**src/rtl/mii_pkg.sv**
```systemverilog
// Shared MII receive definitions.
// Holds the preamble/SFD nibble values as seen on RXD and the
// receive framer state encoding.
package mii_pkg;

    localparam logic [3:0] MII_PREAMBLE_NIB = 4'h5;
    localparam logic [3:0] MII_SFD_NIB      = 4'hD;

    typedef enum logic [1:0] {
        IDLE     = 2'd0,
        PREAMBLE = 2'd1,
        DATA     = 2'd2,
        DROP     = 2'd3
    } framer_state_t;

endpackage

```
**src/rtl/mii_nibble_packer.sv**
```systemverilog
// Nibble -> byte -> OUT_BYTES-wide word packer for the MII receive framer.
// Ports:
//   mii_clk, reset : clock and synchronous active-high reset
//   nib_valid      : accept nib this edge (payload nibble, RX_DV high)
//   nib            : payload nibble, low nibble of each byte first
//   nib_er         : RX_ER sampled with this nibble (sticky frame error)
//   frame_end      : RX_DV fell while receiving payload; close the frame
//   out_*          : registered beat outputs (valid/data/keep/sof/eof/err)
// A completed word parks in a one-deep hold register and is emitted on the
// next edge; whether that beat is the eof beat depends on frame_end there.
module mii_nibble_packer #(
    parameter int OUT_BYTES = 1
) (
    input  logic                   mii_clk,
    input  logic                   reset,
    input  logic                   nib_valid,
    input  logic [3:0]             nib,
    input  logic                   nib_er,
    input  logic                   frame_end,
    output logic                   out_valid,
    output logic [8*OUT_BYTES-1:0] out_data,
    output logic [OUT_BYTES-1:0]   out_keep,
    output logic                   out_sof,
    output logic                   out_eof,
    output logic                   out_err
);

    localparam int WORD_W = 8 * OUT_BYTES;
    localparam int CNT_W  = (OUT_BYTES > 1) ? $clog2(OUT_BYTES) : 1;
    localparam logic [CNT_W-1:0] LAST_BYTE = CNT_W'(OUT_BYTES - 1);

    logic [3:0]        low_nib_reg;
    logic              nib_pending_reg;
    logic [CNT_W-1:0]  byte_cnt_reg;
    logic [WORD_W-1:0] word_reg;
    logic [WORD_W-1:0] hold_reg;
    logic              hold_valid_reg;
    logic              err_reg;
    logic              beat_sent_reg;   // a beat of the current frame already left

    logic [7:0]           new_byte;
    logic [WORD_W-1:0]    word_done;
    logic [OUT_BYTES-1:0] partial_keep;

    assign new_byte = {nib, low_nib_reg};

    // Word as it looks once the top byte lane is filled by new_byte.
    always_comb begin
        word_done = word_reg;
        word_done[8*(OUT_BYTES-1) +: 8] = new_byte;
    end

    // Keep mask for a partial word: lanes below the completed-byte count.
    genvar gi;
    generate
        for (gi = 0; gi < OUT_BYTES; gi = gi + 1) begin : g_keep
            assign partial_keep[gi] = (32'(byte_cnt_reg) > gi);
        end
    endgenerate

    always_ff @(posedge mii_clk) begin
        if (reset) begin
            low_nib_reg     <= '0;
            nib_pending_reg <= 1'b0;
            byte_cnt_reg    <= '0;
            word_reg        <= '0;
            hold_reg        <= '0;
            hold_valid_reg  <= 1'b0;
            err_reg         <= 1'b0;
            beat_sent_reg   <= 1'b0;
            out_valid       <= 1'b0;
            out_data        <= '0;
            out_keep        <= '0;
            out_sof         <= 1'b0;
            out_eof         <= 1'b0;
            out_err         <= 1'b0;
        end else begin
            out_valid <= 1'b0;
            out_data  <= '0;
            out_keep  <= '0;
            out_sof   <= 1'b0;
            out_eof   <= 1'b0;
            out_err   <= 1'b0;

            if (hold_valid_reg) begin
                // A held word and a partial word cannot coexist at frame end,
                // so the hold path alone covers the eof case here.
                out_valid      <= 1'b1;
                out_data       <= hold_reg;
                out_keep       <= '1;
                out_sof        <= ~beat_sent_reg;
                out_eof        <= frame_end;
                out_err        <= frame_end & err_reg;
                hold_valid_reg <= 1'b0;
                beat_sent_reg  <= 1'b1;
            end else if (frame_end && ((byte_cnt_reg != '0) || nib_pending_reg)) begin
                // Partial word and/or dangling nibble. With no complete byte,
                // word_reg and partial_keep are both zero, giving the keep=0 beat.
                out_valid <= 1'b1;
                out_data  <= word_reg;
                out_keep  <= partial_keep;
                out_sof   <= ~beat_sent_reg;
                out_eof   <= 1'b1;
                out_err   <= err_reg | nib_pending_reg;
            end

            if (frame_end) begin
                nib_pending_reg <= 1'b0;
                byte_cnt_reg    <= '0;
                word_reg        <= '0;
                err_reg         <= 1'b0;
                beat_sent_reg   <= 1'b0;
            end else if (nib_valid) begin
                if (nib_er) begin
                    err_reg <= 1'b1;
                end
                if (!nib_pending_reg) begin
                    low_nib_reg     <= nib;
                    nib_pending_reg <= 1'b1;
                end else begin
                    nib_pending_reg <= 1'b0;
                    if (byte_cnt_reg == LAST_BYTE) begin
                        hold_reg       <= word_done;
                        hold_valid_reg <= 1'b1;
                        byte_cnt_reg   <= '0;
                        word_reg       <= '0;
                    end else begin
                        word_reg[8*byte_cnt_reg +: 8] <= new_byte;
                        byte_cnt_reg <= byte_cnt_reg + 1'b1;
                    end
                end
            end
        end
    end

endmodule

```
**src/rtl/mii_rx_framer.sv**
```systemverilog
// MII receive framer: hunts preamble/SFD (optional), assembles payload
// nibbles into OUT_BYTES-wide words and marks sof/eof/err on the beats.
// Ports:
//   mii_clk, reset : receive clock, synchronous active-high reset
//   mii_en, mii_er : RX_DV / RX_ER from the PHY
//   mii_d          : RXD nibble, low nibble of each byte first
//   out_valid      : one-cycle beat strobe
//   out_data       : payload word, byte 0 in [7:0] is earliest on the wire
//   out_keep       : per-byte valid mask, contiguous from bit 0
//   out_sof/eof    : first/last beat of frame, qualified by out_valid
//   out_err        : frame error, meaningful on the eof beat
module mii_rx_framer
    import mii_pkg::*;
#(
    parameter int OUT_BYTES      = 1,
    parameter int STRIP_PREAMBLE = 1
) (
    input  logic                   mii_clk,
    input  logic                   reset,
    input  logic                   mii_en,
    input  logic                   mii_er,
    input  logic [3:0]             mii_d,
    output logic                   out_valid,
    output logic [8*OUT_BYTES-1:0] out_data,
    output logic [OUT_BYTES-1:0]   out_keep,
    output logic                   out_sof,
    output logic                   out_eof,
    output logic                   out_err
);

    framer_state_t state_reg, state_next, hunt_next;
    logic          after_reset_reg;   // first edge after reset not yet seen
    logic          nib_valid;
    logic          frame_end;

    always_ff @(posedge mii_clk) begin
        if (reset) begin
            state_reg       <= IDLE;
            after_reset_reg <= 1'b1;
        end else begin
            state_reg       <= state_next;
            after_reset_reg <= 1'b0;
        end
    end

    always_comb begin
        state_next = state_reg;
        nib_valid  = 1'b0;
        frame_end  = 1'b0;

        // Preamble hunting decision for the nibble on this edge; shared by
        // IDLE (burst start consumes its first nibble) and PREAMBLE.
        if (mii_er) begin
            hunt_next = DROP;
        end else if (mii_d == MII_PREAMBLE_NIB) begin
            hunt_next = PREAMBLE;
        end else if (mii_d == MII_SFD_NIB) begin
            hunt_next = DATA;
        end else begin
            hunt_next = DROP;
        end

        case (state_reg)
            IDLE: begin
                if (mii_en) begin
                    if (after_reset_reg) begin
                        // RX_DV already high out of reset: mid-frame, skip it.
                        state_next = DROP;
                    end else if (STRIP_PREAMBLE != 0) begin
                        state_next = hunt_next;
                    end else begin
                        state_next = DATA;
                        nib_valid  = 1'b1;
                    end
                end
            end
            PREAMBLE: begin
                if (!mii_en) begin
                    state_next = IDLE;
                end else begin
                    state_next = hunt_next;
                end
            end
            DATA: begin
                if (mii_en) begin
                    nib_valid = 1'b1;
                end else begin
                    frame_end  = 1'b1;
                    state_next = IDLE;
                end
            end
            DROP: begin
                if (!mii_en) begin
                    state_next = IDLE;
                end
            end
            default: state_next = IDLE;
        endcase
    end

    mii_nibble_packer #(
        .OUT_BYTES(OUT_BYTES)
    ) u_packer (
        .mii_clk   (mii_clk),
        .reset     (reset),
        .nib_valid (nib_valid),
        .nib       (mii_d),
        .nib_er    (mii_er),
        .frame_end (frame_end),
        .out_valid (out_valid),
        .out_data  (out_data),
        .out_keep  (out_keep),
        .out_sof   (out_sof),
        .out_eof   (out_eof),
        .out_err   (out_err)
    );

endmodule

```
**config.mk**
```make
export PLATFORM = sky130hd
export DESIGN_NAME = mii_rx_framer
export DESIGN_NICKNAME = d
export VERILOG_FILES = /design/src/rtl/mii_pkg.sv /design/src/rtl/mii_nibble_packer.sv /design/src/rtl/mii_rx_framer.sv
export SDC_FILE = /design/constraint.sdc
export NUM_CORES = 1
export LEC_CHECK = 0
export BUFFER_PORTS_ARGS = -buffer_cell sky130_fd_sc_hd__buf_2
export CELL_PAD_IN_SITES_DETAIL_PLACEMENT = 1
export CELL_PAD_IN_SITES_GLOBAL_PLACEMENT = 1
export CORE_ASPECT_RATIO = 0.5
export CORE_UTILIZATION = 37
export CTS_CLUSTER_DIAMETER = 50
export CTS_CLUSTER_SIZE = 20
export DETAILED_ROUTE_END_ITERATION = 6
export PLACE_DENSITY = 0.7
export SYNTH_ARGS = -nofsm -noshare
export SYNTH_HDL_FRONTEND = slang
export SYNTH_HIERARCHICAL = 1
export SYNTH_SLANG_ARGS = --single-unit
```
**constraint.sdc**
```tcl
create_clock -name mii_clk -period 1.4 [get_ports mii_clk]
set_input_delay 0.07 -clock mii_clk [delete_from_list [all_inputs] [get_ports mii_clk]]
set_output_delay 0.07 -clock mii_clk [all_outputs]
set_load 0.02 [all_outputs]
```
# Yosys cells after proc, flatten, opt, wreduce, memory -nomap -nowiden
# Cells that the tools add are included.
[word_totals]
ff_bits = 41
input_bits = 8
wordCells = 75
output_inout_bits = 13
[op_classes]
n_lt_le_gt_ge = 1
n_addsub = 2
eq_ne = 7
shifts = 2
muxes = 29
bitwise_logic = 7
n_reduce_logical = 11
[op_table]
columns = ["cell", "n"]
rows = [
  ["negation 4 -> 34 bit", 1],
  ["variable shift 8 x 34 -> 8 bit (first input constant)", 1],
  ["indexed part select 8 x 34 -> 8 bit", 1],
  ["2-to-1 mux 8 bit", 3],
  ["2-to-1 mux 1 bit", 18],
  ["2-to-1 mux 2 bit", 6],
  ["bitwise mux 8 bit", 1],
  ["one-hot mux 2 bit (3 select lines)", 1],
  ["AND reduction 2 bit", 3],
  ["NOT 1 bit", 5],
  ["equality test 2 bit (second input constant)", 2],
  ["equality test 4 x 3 -> 1 bit (second input constant)", 1],
  ["equality test 4 bit (second input constant)", 1],
  ["inequality test 2 bit (second input constant)", 2],
  ["AND reduction 4 bit", 1],
  ["OR reduction 2 bit", 2],
  ["OR reduction 4 bit", 1],
  ["AND reduction 3 bit", 1],
  ["equality test 2 x 1 -> 1 bit (second input constant)", 1],
  ["zero test 2 bit", 1],
  ["adder 1 bit (second input constant)", 1],
  ["AND 1 bit", 1],
  ["greater-than comparator 1 bit (second input constant)", 1],
  ["logical AND 1 bit", 1],
  ["other kinds (2)", 2],
]

# Longest topological paths before layout
[logic_depth]
word_depth = 7
depth_mapped = 6
ltp_nobuf = 4

# Cells and area by module
# The synthesis kept the hierarchy.
[modules_own_cells]
columns = ["module", "area_per_inst_um2", "seq_area_each_um2", "instances", "cells_per_inst"]
rows = [
  ["mii_nibble_packer", 1026.0, 580.6, 1, 91],
  ["mii_rx_framer", 140.1, 60.1, 1, 13],
]

# Worst setup path before layout
# No wires, ideal clock.
[synth_path]
kind = "flip-flop to flip-flop"
startpoint = "register state_reg[1]"
endpoint = "register u_packer.low_nib_reg[0]"
setup_slack_ns = -0.050
path_buffers = 0
path_stages_with_launch = 5
synth_period_minus_slack_ns = 1.450
arrival_time_ns = 1.378
setup_time_ns = 0.072
required_ns = 1.328
cell_sequence = "dfxtp_1 -> or2b_1 -> nor2_1 -> nor3b_4 -> mux2i_1"
[synth_via]
elab_cells_between_ends = 5
classes_between = "eq/ne (1); mux (2); bitwise (1); reduce/logical (1)"
[synth_lines]
columns = ["item", "line", "rtl"]
rows = [
  ["start: declaration", "mii_rx_framer.sv:31", "framer_state_t state_reg, state_next, hunt_next;"],
  ["start signal: assignment", "mii_rx_framer.sv:41", "state_reg <= state_next;"],
  ["equality test 2 bit", "mii_rx_framer.sv:63", "case (state_reg)"],
  ["2-to-1 mux 1 bit", "-", ""],
  ["via nib_valid", "mii_rx_framer.sv:33", "logic nib_valid;"],
  ["AND reduction 3 bit (no source line)", "-", ""],
  ["end signal: assignment", "mii_nibble_packer.sv:118", "low_nib_reg <= nib;"],
  ["end: declaration", "mii_nibble_packer.sv:32", "logic [3:0] low_nib_reg;"],
]
# The timed path passes the listed nets, and every way through them passes these cells.
# A chain may end at the register's enable or synchronous reset.

# Worst setup path in the final report
[layout_path]
startpoint = "register state_reg[1]"
endpoint = "register u_packer.low_nib_reg[3]"
# The elaborated chain is that of the path after synthesis.

==> results by group <==
Floorplan
  • DIE WIDTH: 81.4 microns
  • Initial Util: 41.9%
  • Row cnt: 13
  • Die Y: 41.7 microns
  • Top Ports: 21
  • DIE AREA: between 3000 and 4000 sq um
  • Core area: 2780 sq um

Yosys
  • Post-synth top flop: dfxtp_1
  • EDFF count, synth: 0
  • Post-Synth XOR/XNOR Area: 0.751%
  • Cells after Synth: 104
  • Adder and majority gate portion of the synthesized area: 0%
  • Syn Area/Cell: 11.2 sq um
  • Largest family of logic cells by synthesized area: simple AND/OR/NAND/NOR gates
  • Post-synth top cells: dfxtp_1, nand2b_1, mux2i_1
  • Yosys top cell area share: between 50% and 60%
  • Yosys reg bits: 32
  • Most common cell in the synthesized netlist: dfxtp_1
  • Mux contribution to synthesized area: 11.2%
  • Simple-Gate Fraction of Synth Area: about 27%
  • Synth top area cells: dfxtp_1, mux2i_1, nand2b_1, and2_1, nor2_1
  • Complex-gate fraction of the synthesized area: ~1.6%
  • Synth Cell Area: 1170 sq um
  • Cell taking the most area after synthesis: dfxtp_1
  • Synth unique cells: 23
  • Yosys warns: 6
  • Seq/Total Area, Yosys: 54.9%
  • Net Count, Synth: 112
  • Async S/R FF share, synth: 0%

Timing
  • Slew Viols, Final: 0
  • Final min period: 1.34 ns
  • RSZ-0062 raised after global routing: yes
  • Fin Hold WS: ~0.095 ns
  • Post-route setup TNS: 0 ns
  • Setup violators final: 0
  • Relative slew slack: 75.2%
  • Final setup margin: 0.0590 ns
  • FMAX: 746 MHz
  • Final Hold Fails: 0
  • Final Cycle Share: between 90 and 100%
  • Setup Skew: about 0.0024 ns
  • Worst Tran Pin Value: roughly 0.37 ns

Flow run
  • Max-Cap Viols: 0

Drt
  • Final WL: approximately 2100 microns
  • Vias per Instance: between 4 and 5
  • ANT nets after route: 0
  • Initial DRC count: 39
  • First drt pass iteration count: 4
  • Vias: 757
  • # DRC: 0
  • WL/cell: 12.3 microns

CTS
  • Number of CTS-inserted buffers: 5
  • CTS Hold Buffers Added: 0
  • CTS max path bufs: 2
  • Root buf cell: clkbuf_8
  • Clock latency on the worst-skew pair: approximately 0.28 ns
  • CTS tree: yes
  • H-tree depth: 2
  • Clock transition at path regs: 0.06 ns
  • Sink Count: 32

Global routing
  • Total GRT Usage: 15.1%
  • Gr busiest metal: met2
  • M1 GR Usage: slightly below 20%
  • Met3 global-route usage: under 10%
  • Pin count of the biggest net entering global routing: 19
  • Vias in the first global route: 770
  • Met2 usage: 20.5%
  • Gr ovfl total: 0
  • Initial antenna violation count: 0
  • First-pass GRT wire length: 3610 microns

Final layout
  • Area added between synthesis and finish: 24.0%
  • Final nets: 142
  • Multi-input logic area: between 400 and 500 sq um
  • Sequential Area: between 600 and 700 sq um
  • Layout cells sized above 1: 30.4%
  • Filler Cell Count: roughly 330
  • N_diodes: 0

Place
  • DP Wirelength: 1440 microns
  • Post-Place Setup Slack: roughly 0.0039 ns
  • Port buffer count: 20
  • Placer Congestion: between 0.7 and 0.8

Run status
  • Status: finished, final reports clean

Worst setup path
  • Worst endpoint required time: 1.61 ns
  • Crit Path Class: reg2reg
  • CP peak stage delay: 0.33 ns
  • Crit path launch type: register
  • Worst EP arrival: 1.55 ns
  • Element type at the critical path end: register
  • R2r startpoint: state_reg[1]$_SDFFE_PP0P_
  • CP max FO: 4
  • CP max stage cell: dfxtp_2
  • Critical Path Source: state_reg[1]$_SDFFE_PP0P_
  • Crit-path cells: or2b_4 > nor2_4 > nor3b_4 > buf_6 > mux2i_1

Power
  • Pwr per Cell Area: 1200 nW/um^2
  • Total power: 1.74 mW
  • Leak pwr: 0.608 nW
  • Maximum vdd ir drop: 0.467 mV

Hold path
  • Hold Crit Start: mii_d[0]
  • Hold crit path type: in2reg
repair_timing:
action                     4_1_cts  5_1_grt
setup endpoints to repair        3       14
buffers inserted                 0        3
pin swaps                        0        1
resized for setup                1        6
report_power, final:
part           internal [mW]  switching (mW)  total (mW)  leakage [nW]
combinational         0.0497          0.0463      0.0961         0.304
sequential             0.923         0.00833       0.932         0.259
clock                  0.400           0.313       0.713        0.0455
total                   1.37           0.368        1.74         0.608
per-stage QoR:
stage | area, sq um | instances | util (%)
2_1_floorplan | 1170 | 104 | -
3_3_place_gp | 1310 | 161 | 47.1
3_5_place_dp | 1310 | 161 | 47.1
4_1_cts | 1410 | 169 | 50.5
5_1_grt | 1450 | 172 | 52.0
6_report | 1450 | 172 | 52.0
critical path, delay by kind of cell (launching register included):
family / cells / cell delay (ns)
flops: 1 / 0.33
buf+inv: 1 / 0.14
mux: 1 / 0.18
simple gates: 3 / 0.62
final timing paths:
path / end / slack (ns) / depth (start not counted)
worst min register to register: u_packer/out_sof$_SDFF_PP0_ / 0.44 / 1
worst min-delay path: u_packer/low_nib_reg[0]$_SDFFE_PP0P_ / 0.09 / 3
worst max-delay path: u_packer/low_nib_reg[3]$_SDFFE_PP0P_ / 0.06 / 5
worst max register to register: u_packer/low_nib_reg[3]$_SDFFE_PP0P_ / 0.06 / 5
logic make-up (layout without fill, tap and decap cells):
kind of cell,Yosys count,in the layout
simple gates,48,48
flops,32,32
mux,13,13
buf+inv,7,38
compound gates,3,3
xor+xnor,1,1
routing by layer:
layer | routed length (microns) | vias to the layer above
met5 | 0 | -
met4 | 21 | 0
met3 | 112 | 3
met2 | 859 | 15
met1 | 1120 | 337
li1 | - | 402
layout by cell type (no fill, tap or decap), types with 2 or more instances in the layout:
cell type and count:
clkbuf_1 2, nor2_1 5, nor3_1 5, nand2b_1 17
nor2b_1 2, dfxtp_1 31, mux2i_1 13, buf_4 6
clkbuf_8 6, and2_1 8, buf_2 20, a21oi_1 2
buf_6 3
cell type report:
cell class | instances | share of cell area (%)
clock buffers | 8 | 6.23
inverters | 1 | 0.260
multi-input cells | 65 | 33.6
flip-flops and latches | 32 | 44.4
well taps | 37 | 3.20
repair buffers | 29 | 12.4
Power figures use the tool's default switching activity.
